**src/rtl/feeder_pkg.sv**
```systemverilog
// feeder_pkg: shared state type and default sizing for the operand_feeder slice.
package feeder_pkg;

  typedef enum logic [1:0] {
    IDLE = 2'd0,
    PUT  = 2'd1,
    GAP  = 2'd2
  } feeder_state_t;

  localparam int FEEDER_DEPTH = 4;
  localparam int FEEDER_WIDTH = 8;
  localparam int FEEDER_FRAME = 3;

  // Bits needed to hold the values 0..n inclusive.
  function automatic int bits_for(input int n);
    return $clog2(n + 1);
  endfunction

endpackage

```
**src/rtl/feeder_fifo.sv**
```systemverilog
// feeder_fifo: synchronous FIFO with occupancy count and a one-entry lookahead
// (head_next) so the feeder can register the next value while popping.
module feeder_fifo #(
  parameter int DEPTH = 4,
  parameter int WIDTH = 8
) (
  input  logic                       clk,
  input  logic                       reset_n,
  input  logic                       push,
  input  logic [WIDTH-1:0]           wr_data,
  input  logic                       pop,
  output logic [WIDTH-1:0]           head,
  output logic [WIDTH-1:0]           head_next,
  output logic [$clog2(DEPTH+1)-1:0] count
);

  localparam int PTR_W = $clog2(DEPTH);
  localparam int CNT_W = $clog2(DEPTH + 1);

  logic [WIDTH-1:0] mem [DEPTH];
  logic [PTR_W-1:0] wr_ptr;
  logic [PTR_W-1:0] rd_ptr;
  logic [PTR_W-1:0] rd_ptr_inc;

  assign rd_ptr_inc = rd_ptr + PTR_W'(1);
  assign head       = mem[rd_ptr];
  assign head_next  = mem[rd_ptr_inc];

  always_ff @(posedge clk) begin
    if (push) begin
      mem[wr_ptr] <= wr_data;
    end
  end

  // Pointers wrap naturally because DEPTH is a power of two.
  always_ff @(posedge clk or negedge reset_n) begin
    if (!reset_n) begin
      wr_ptr <= '0;
      rd_ptr <= '0;
      count  <= '0;
    end else begin
      if (push) begin
        wr_ptr <= wr_ptr + PTR_W'(1);
      end
      if (pop) begin
        rd_ptr <= rd_ptr_inc;
      end
      case ({push, pop})
        2'b10:   count <= count + CNT_W'(1);
        2'b01:   count <= count - CNT_W'(1);
        default: count <= count;
      endcase
    end
  end

endmodule

```
**src/rtl/operand_feeder.sv**
```systemverilog
// operand_feeder: buffers datapath bytes and replays them as unbroken put bursts
// of up to FRAME bytes, each closed by one gap cycle. Optional statistics
// counters are enabled with the OPERAND_FEEDER_STATS_EN macro.
module operand_feeder
  import feeder_pkg::*;
#(
  parameter int DEPTH = FEEDER_DEPTH,
  parameter int WIDTH = FEEDER_WIDTH,
  parameter int FRAME = FEEDER_FRAME
) (
  input  logic             clk,
  input  logic             reset_n,
  input  logic             in_valid,
  input  logic [WIDTH-1:0] in_data,
  output logic             in_ready,
  input  logic             flush,
  output logic             put_flag,
  output logic [WIDTH-1:0] value,
  output logic             frame_end,
  output logic             busy
`ifdef OPERAND_FEEDER_STATS_EN
  ,
  output logic [15:0]      frame_count,
  output logic [7:0]       flush_count
`endif
);

  localparam int LEN_W = bits_for(FRAME);
  localparam int CNT_W = bits_for(DEPTH);

  feeder_state_t    state;
  feeder_state_t    state_next;
  logic [LEN_W-1:0] len;
  logic [LEN_W-1:0] len_next;
  logic [LEN_W-1:0] slot;
  logic [LEN_W-1:0] slot_next;
  logic [CNT_W-1:0] count;
  logic [WIDTH-1:0] head;
  logic [WIDTH-1:0] head_next;
  logic             push;
  logic             pop;
  logic             frame_ready;
  logic             flush_ready;

  assign in_ready    = (count < CNT_W'(DEPTH));
  assign push        = in_valid && in_ready;
  assign busy        = (state != IDLE) || (count != '0);
  assign frame_ready = (count >= CNT_W'(FRAME));
  assign flush_ready = flush && (count != '0);

  feeder_fifo #(
    .DEPTH(DEPTH),
    .WIDTH(WIDTH)
  ) u_fifo (
    .clk      (clk),
    .reset_n  (reset_n),
    .push     (push),
    .wr_data  (in_data),
    .pop      (pop),
    .head     (head),
    .head_next(head_next),
    .count    (count)
  );

  // A burst only starts once its whole length is already buffered, so PUT
  // can pop every cycle without checking the FIFO again.
  always_comb begin
    state_next = state;
    len_next   = len;
    slot_next  = slot;
    pop        = 1'b0;
    unique case (state)
      IDLE, GAP: begin
        slot_next = '0;
        if (frame_ready) begin
          len_next   = LEN_W'(FRAME);
          state_next = PUT;
        end else if (flush_ready) begin
          len_next   = LEN_W'(count);
          state_next = PUT;
        end else begin
          state_next = IDLE;
        end
      end
      PUT: begin
        pop       = 1'b1;
        slot_next = slot + LEN_W'(1);
        if (slot_next == len) begin
          state_next = GAP;
        end
      end
      default: state_next = IDLE;
    endcase
  end

  // Outputs are registered from the next state; value uses the lookahead
  // entry when the current cycle is also popping.
  always_ff @(posedge clk or negedge reset_n) begin
    if (!reset_n) begin
      state     <= IDLE;
      len       <= '0;
      slot      <= '0;
      put_flag  <= 1'b0;
      frame_end <= 1'b0;
      value     <= '0;
    end else begin
      state     <= state_next;
      len       <= len_next;
      slot      <= slot_next;
      put_flag  <= (state_next == PUT);
      frame_end <= (state_next == GAP);
      value     <= (state_next == PUT) ? (pop ? head_next : head) : '0;
    end
  end

`ifdef OPERAND_FEEDER_STATS_EN
  // len still describes the frame just closed while in GAP.
  always_ff @(posedge clk or negedge reset_n) begin
    if (!reset_n) begin
      frame_count <= '0;
      flush_count <= '0;
    end else if (state == GAP) begin
      frame_count <= frame_count + 16'd1;
      if ((len < LEN_W'(FRAME)) && (flush_count != 8'hFF)) begin
        flush_count <= flush_count + 8'd1;
      end
    end
  end
`endif

endmodule

```
**config.mk**
```make
export PLATFORM = sky130hd
export DESIGN_NAME = operand_feeder
export DESIGN_NICKNAME = d
export VERILOG_FILES = /design/src/rtl/feeder_pkg.sv /design/src/rtl/feeder_fifo.sv /design/src/rtl/operand_feeder.sv
export SDC_FILE = /design/constraint.sdc
export NUM_CORES = 1
export LEC_CHECK = 0
export BUFFER_PORTS_ARGS = -buffer_cell sky130_fd_sc_hd__buf_2
export CORE_MARGIN = 2
export CORE_UTILIZATION = 35
export CTS_BUF_LIST = sky130_fd_sc_hd__clkbuf_8 sky130_fd_sc_hd__clkbuf_16
export DETAILED_ROUTE_END_ITERATION = 8
export PLACE_DENSITY = 0.64
export SKIP_CTS_REPAIR_TIMING = 1
export SLEW_MARGIN = 30
export SYNTH_ARGS = -nofsm -noshare
export SYNTH_HDL_FRONTEND = slang
export SYNTH_SLANG_ARGS = --single-unit
```
**constraint.sdc**
```tcl
create_clock -name clk -period 4.56 [get_ports clk]
set_input_delay 0.912 -clock clk [delete_from_list [all_inputs] [get_ports clk]]
set_output_delay 0.912 -clock clk [all_outputs]
set_load 0.01 [all_outputs]
```
* Word-level counts from Yosys, hierarchy flattened *
Memory sizes are Yosys's and may differ from the RTL's.
Cells that the tools add are included.

cells by class
  multiplexer cells = 13
  add/sub/neg operators = 5
  order comparisons = 2
  eq/ne operators = 7
  reductions and logical operators = 11

operator list
  kind                                                  count
  2-to-1 mux 8 bit                                      2
  one-hot mux 2 bit (2 select lines)                    2
  nonzero test 2 bit                                    4
  adder 2 x 1 -> 2 bit (second input constant)          3
  == test 2 x 1 -> 1 bit (second input constant)        3
  == test 2 bit (second input constant)                 3
  2-to-1 mux 2 bit                                      3
  one-hot mux 3 bit (2 select lines)                    1
  2-to-1 mux 1 bit                                      5
  adder 3 x 1 -> 3 bit (second input constant)          1
  >= comparator 3 x 2 -> 1 bit (second input constant)  1
  less-than comparator 3 bit (second input constant)    1
  nonzero test 3 bit                                    1
  subtractor 3 x 1 -> 3 bit (second input constant)     1
  == test 2 bit                                         1
  logical AND 1 bit                                     2
  logical NOT 2 bit                                     1
  AND reduction 2 bit                                   1
  OR reduction 2 bit                                    1
  logical OR 1 bit                                      1

word-level totals
  input bits = 12
  memories kept = 1
  bits in writable memories = 32
  register bits = 23
  word-level logic and storage cells = 48
  output and inout port bits = 12

memories
  name        depth  bits a word  rd ports  clocked after memory_dff  write ports  RTL line           source
  u_fifo.mem  4      8            2         0                         1            feeder_fifo.sv:20  logic [WIDTH-1:0] mem [DEPTH];

* Depth between registers and ports, before layout *
  depth after elaboration = 7
  depth in mapped cells = 9
  depth with buffers taken out = 8

* Cells and area by module *
From an unflattened synthesis, not the netlist that was laid out.

unflattened totals
  cells, all modules = 144
  area, all modules = 2,552.4 um^2

by module, submodules not included
  module          area an instance (um^2)  times used  sequential area each (um^2)  cells an instance
  feeder_fifo     1,770.4                  1           1,136.1                      83
  operand_feeder  782.0                    1           400.4                        61

* Worst setup path after synthesis *
Ideal clock, no wire load.

  path kind = input to register
  start = in in_valid
  end = reg u_fifo.count[2]
  library setup time = 0.080 ns
  slack = 2.307 ns
  buffers on the path = 1
  stages = 9
  arrival = 2.173 ns
  required time = 4.480 ns
  cells stage by stage = nor2b_1 -> clkbuf_1 -> inv_1 -> ha_1 -> inv_1 -> fa_1 -> xor2_1 -> nor2_1 -> xnor2_1

on the way
  longest elaborated chain between the ends = 3
  elaborated cells on any way between the ends = 5
  classes of those cells = eq/ne: 2; mux: 1; reduce/logical: 2

ends and longest elaborated chain
  item                                                                      RTL line              source
  start: declaration                                                        operand_feeder.sv:13  input logic in_valid,
  logical AND 1 bit *                                                       operand_feeder.sv:46  assign push = in_valid && in_ready;
  == test 2 x 1 -> 1 bit or == test 2 bit (tied branches)                   feeder_fifo.sv:48     case ({push, pop})
  one-hot mux 3 bit (2 select lines) or nonzero test 2 bit (tied branches)  -
  end signal: assignment                                                    feeder_fifo.sv:49     2'b10: count <= count + CNT_W'(1);
  end signal: assignment                                                    feeder_fifo.sv:50     2'b01: count <= count - CNT_W'(1);
  end signal: assignment                                                    feeder_fifo.sv:51     default: count <= count;
  end: declaration                                                          feeder_fifo.sv:14     output logic [$clog2(DEPTH+1)-1:0] count

Mark *: on every way between the ends. The rest lies on a longest branch, timed or not.
A chain may end at the register's enable or synchronous reset.

* Final worst setup path *
  start = reg state[1]
  end = reg u_fifo.count[2]

on the way
  longest elaborated chain between the ends = 4
  elaborated cells on any way between the ends = 6
  classes of those cells = eq/ne: 3; mux: 2; reduce/logical: 1

ends and longest elaborated chain
  item                                                                      RTL line               source
  start: declaration                                                        operand_feeder.sv:31   feeder_state_t state;
  start signal: assignment                                                  operand_feeder.sv:107  state <= state_next;
  == test 2 x 1 -> 1 bit *                                                  operand_feeder.sv:72   unique case (state)
  2-to-1 mux 1 bit *                                                        operand_feeder.sv:72
  == test 2 x 1 -> 1 bit or == test 2 bit (tied branches)                   feeder_fifo.sv:48
  one-hot mux 3 bit (2 select lines) or nonzero test 2 bit (tied branches)  -

Marks and branches as above.

==> flow_summary.json <==
{
  "status": "complete, no violations",
  "static-leakage-power_nw": 1.070,
  "worstPathCellList": "nand2b_1, inv_2, ha_1, inv_1, fa_1, xor2_1, nor2_1, xnor2_1",
  "wl_um": 4468,
  "finalCriticalPeriod_ns": 2.445,
  "r2r-start": "state[1]",
  "wl_met3_um": 161,
  "cp.buffers_inverters": 2,
  "cts_buffer_depth": 2,
  "first_pass_iters": 4,
  "ant_nets": 0,
  "p_switching_mw": 0.7225,
  "drive_gt1_share_pct": 25.49,
  "max_stage_delay_ns": 0.47,
  "critPathKind": "register to register",
  "dpl.hpwl_um": 2984,
  "synth_area_per_cell_sq_um": 13.62,
  "worstSetupStartpoint": "state[1]",
  "end_kind": "register",
  "power_density_nw_per_um2": 676.7,
  "final_cell_mix": "edfxtp_1, dfrtp_1, buf_2, nand2_1, mux2_2",
  "cp_max_fo": 28,
  "vias_per_cell": 4.780,
  "path_clk_slew_ns": 0.10,
  "synth_seq_area_share_pct": 61.65,
  "grt_pass1_wl_um": 7169,
  "finClkSkew_ns": 0.007401,
  "ys_warn_count": 0,
  "core_area_sq_um": 6832,
  "clockPowerShare_pct": 15.5,
  "fillers": 691,
  "ys_ff_latch": 55,
  "io_pins": 24,
  "finalWeightedCongestion": 0.7338,
  "cts.sinks": 55,
  "slew_viol_final": 0,
  "syn_area_sq_um": 2492,
  "met1_length_um": 2128,
  "syn_to_final_growth_pct": 11.40,
  "drc": 0,
  "start_util_pct": 36.48,
  "switching_share_pct": 38.46,
  "drt-initial-drc-count": 97,
  "final_common_cell": "edfxtp_1",
  "finalSetupTns_ns": 0,
  "async_reset_ff_share_pct": 41.82,
  "min_path_type": "register to register",
  "placed_area_sq_um": 2676,
  "pwr-share-comb_pct": 43.3,
  "cp.arrival_ns": 2.68,
  "die_y_um": 88.39,
  "period_share_pct": 53.61,
  "hold_start": "u_fifo.count[0]",
  "fmax_mhz": 409.1,
  "cts_tree": "done",
  "layout.nets": 221,
  "syn_inst": 183,
  "antenna_found_initial": 0,
  "antenna_cells": 0,
  "cts-buffers-inserted": 5,
  "synthFlopType": "edfxtp_1",
  "maxCapViolCount": 0,
  "max_slew_margin_pct": 41.18,
  "p_int_mw": 1.156,
  "root_buffer": "clkbuf_8",
  "wl_per_cell_um": 14.89,
  "hold_viol": 0,
  "finalInstanceArea_sq_um": 2776,
  "rows": 30,
  "critical_path_required_ns": 4.80,
  "tightestPinTransition_ns": 0.8806,
  "fin_ws_ns": 2.115,
  "grt_util_all_layers_pct": 12.80,
  "grt_overflow_total": 0,
  "crit_family": "adder cells",
  "vdd_drop_max_v": 0.0001713,
  "yosysUniqueCellTypes": 35,
  "first_global_vias": 1435,
  "setup_viol": 0,
  "wl_met2_um": 2124,
  "die_width_um": 88.39,
  "port_buffers": 23,
  "rsz0062_at_grt": "false",
  "top_layer": "met4",
  "dp_slack_ns": 2.135,
  "syn_nets": 201,
  "clk_latency_ns": 0.31,
  "via_count": 1434,
  "dieArea_sq_um": 7812,
  "slowest_stage": "inv_2",
  "seqPwrFrac_pct": 41.2,
  "htreeDepth": 2,
  "synth-edff-count": 32,
  "grt_max_degree": 29,
  "start_kind": "register"
}
## layout make-up
class                   count  area (sq um)  share of cell area (%)
clock buffers               7         96.34                   3.470
repair buffers             24         122.6                   4.416
multi-input cells         106         855.8                   30.82
flip-flops and latches     55          1536                   55.34
clock inverters             1         3.754                  0.1352
inverters                  11         41.29                   1.487
well taps                  96         120.1                   4.326
## worst paths after layout
check / endpoint / slack [ns] / cells past startpoint
hold / removal: u_fifo.count[0] / 0.51 / 1
setup / recovery: u_fifo.count[2] / 2.12 / 8
min in group asynchronous: put_flag / 0.56 / 1
setup reg to reg: u_fifo.count[2] / 2.12 / 8
max in group asynchronous: value[7] / 3.65 / 1
hold reg to reg: u_fifo.count[0] / 0.51 / 1
## power groups by stage
stage,clock network [mW],logic [mW],registers (mW)
floorplan,0,0.679,0.753
global placement,0,0.805,0.782
detailed placement,0,0.824,0.787
CTS,0.301,0.828,0.776
global route,0.318,0.915,0.793
finish,0.291,0.814,0.773
## routing by layer
layer,vias to the layer above,GRT usage [%]
met3,2,4.104
li1,714,-
met4,0,4.959
met5,-,0
met1,695,16.54
met2,23,20.16
## worst register-to-register path: stages, from the launching register on
cell	delay (ns)
dfrtp_1	0.42
nand2b_1	0.38
inv_2	0.48
ha_1	0.29
inv_1	0.06
fa_1	0.37
xor2_1	0.15
nor2_1	0.11
xnor2_1	0.12
## Yosys cell counts, types with 5 or more instances
cell type  instances  area, sq um
dfrtp_1           23        575.6
edfxtp_1          32        960.9
inv_1              8        30.03
nor3_1             7        35.03
nand2_1           12        45.04
nor2b_1            5        31.28
mux2i_1            6        60.06
xnor2_1            7        61.31
mux2_2            11        123.9
nor2_1             7        26.28
ha_1               5        62.56
## logic make-up (layout without fill, tap and decap cells)
group	after synthesis	in the layout	share of synthesized area (%)
xor+xnor	8	8	2.811
fa+ha+maj	6	6	3.313
buf+inv	22	43	4.016
simple gates	40	40	7.982
compound gates	34	34	11.95
flops	55	55	61.65
mux	18	18	8.283
## through the flow
step	utilization, %	hold WS [ns]	power (mW)	std cells
global placement	39.18	0.5024	1.587	292
detailed placement	39.18	0.5062	1.611	292
global route	40.64	0.5422	2.026	300
floorplan	-	0.4681	1.432	183
CTS	40.64	0.5208	1.905	300
finish	40.64	0.5131	1.879	300
## registers in the layout, indices dropped and copies added, names as in the netlist
register,count
slot,2
u_fifo.mem,32
put_flag,1
u_fifo.count,3
frame_end,1
u_fifo.rd_ptr,2
len,2
value,8
u_fifo.wr_ptr,2
state,2
Power figures use the tool's default switching activity.
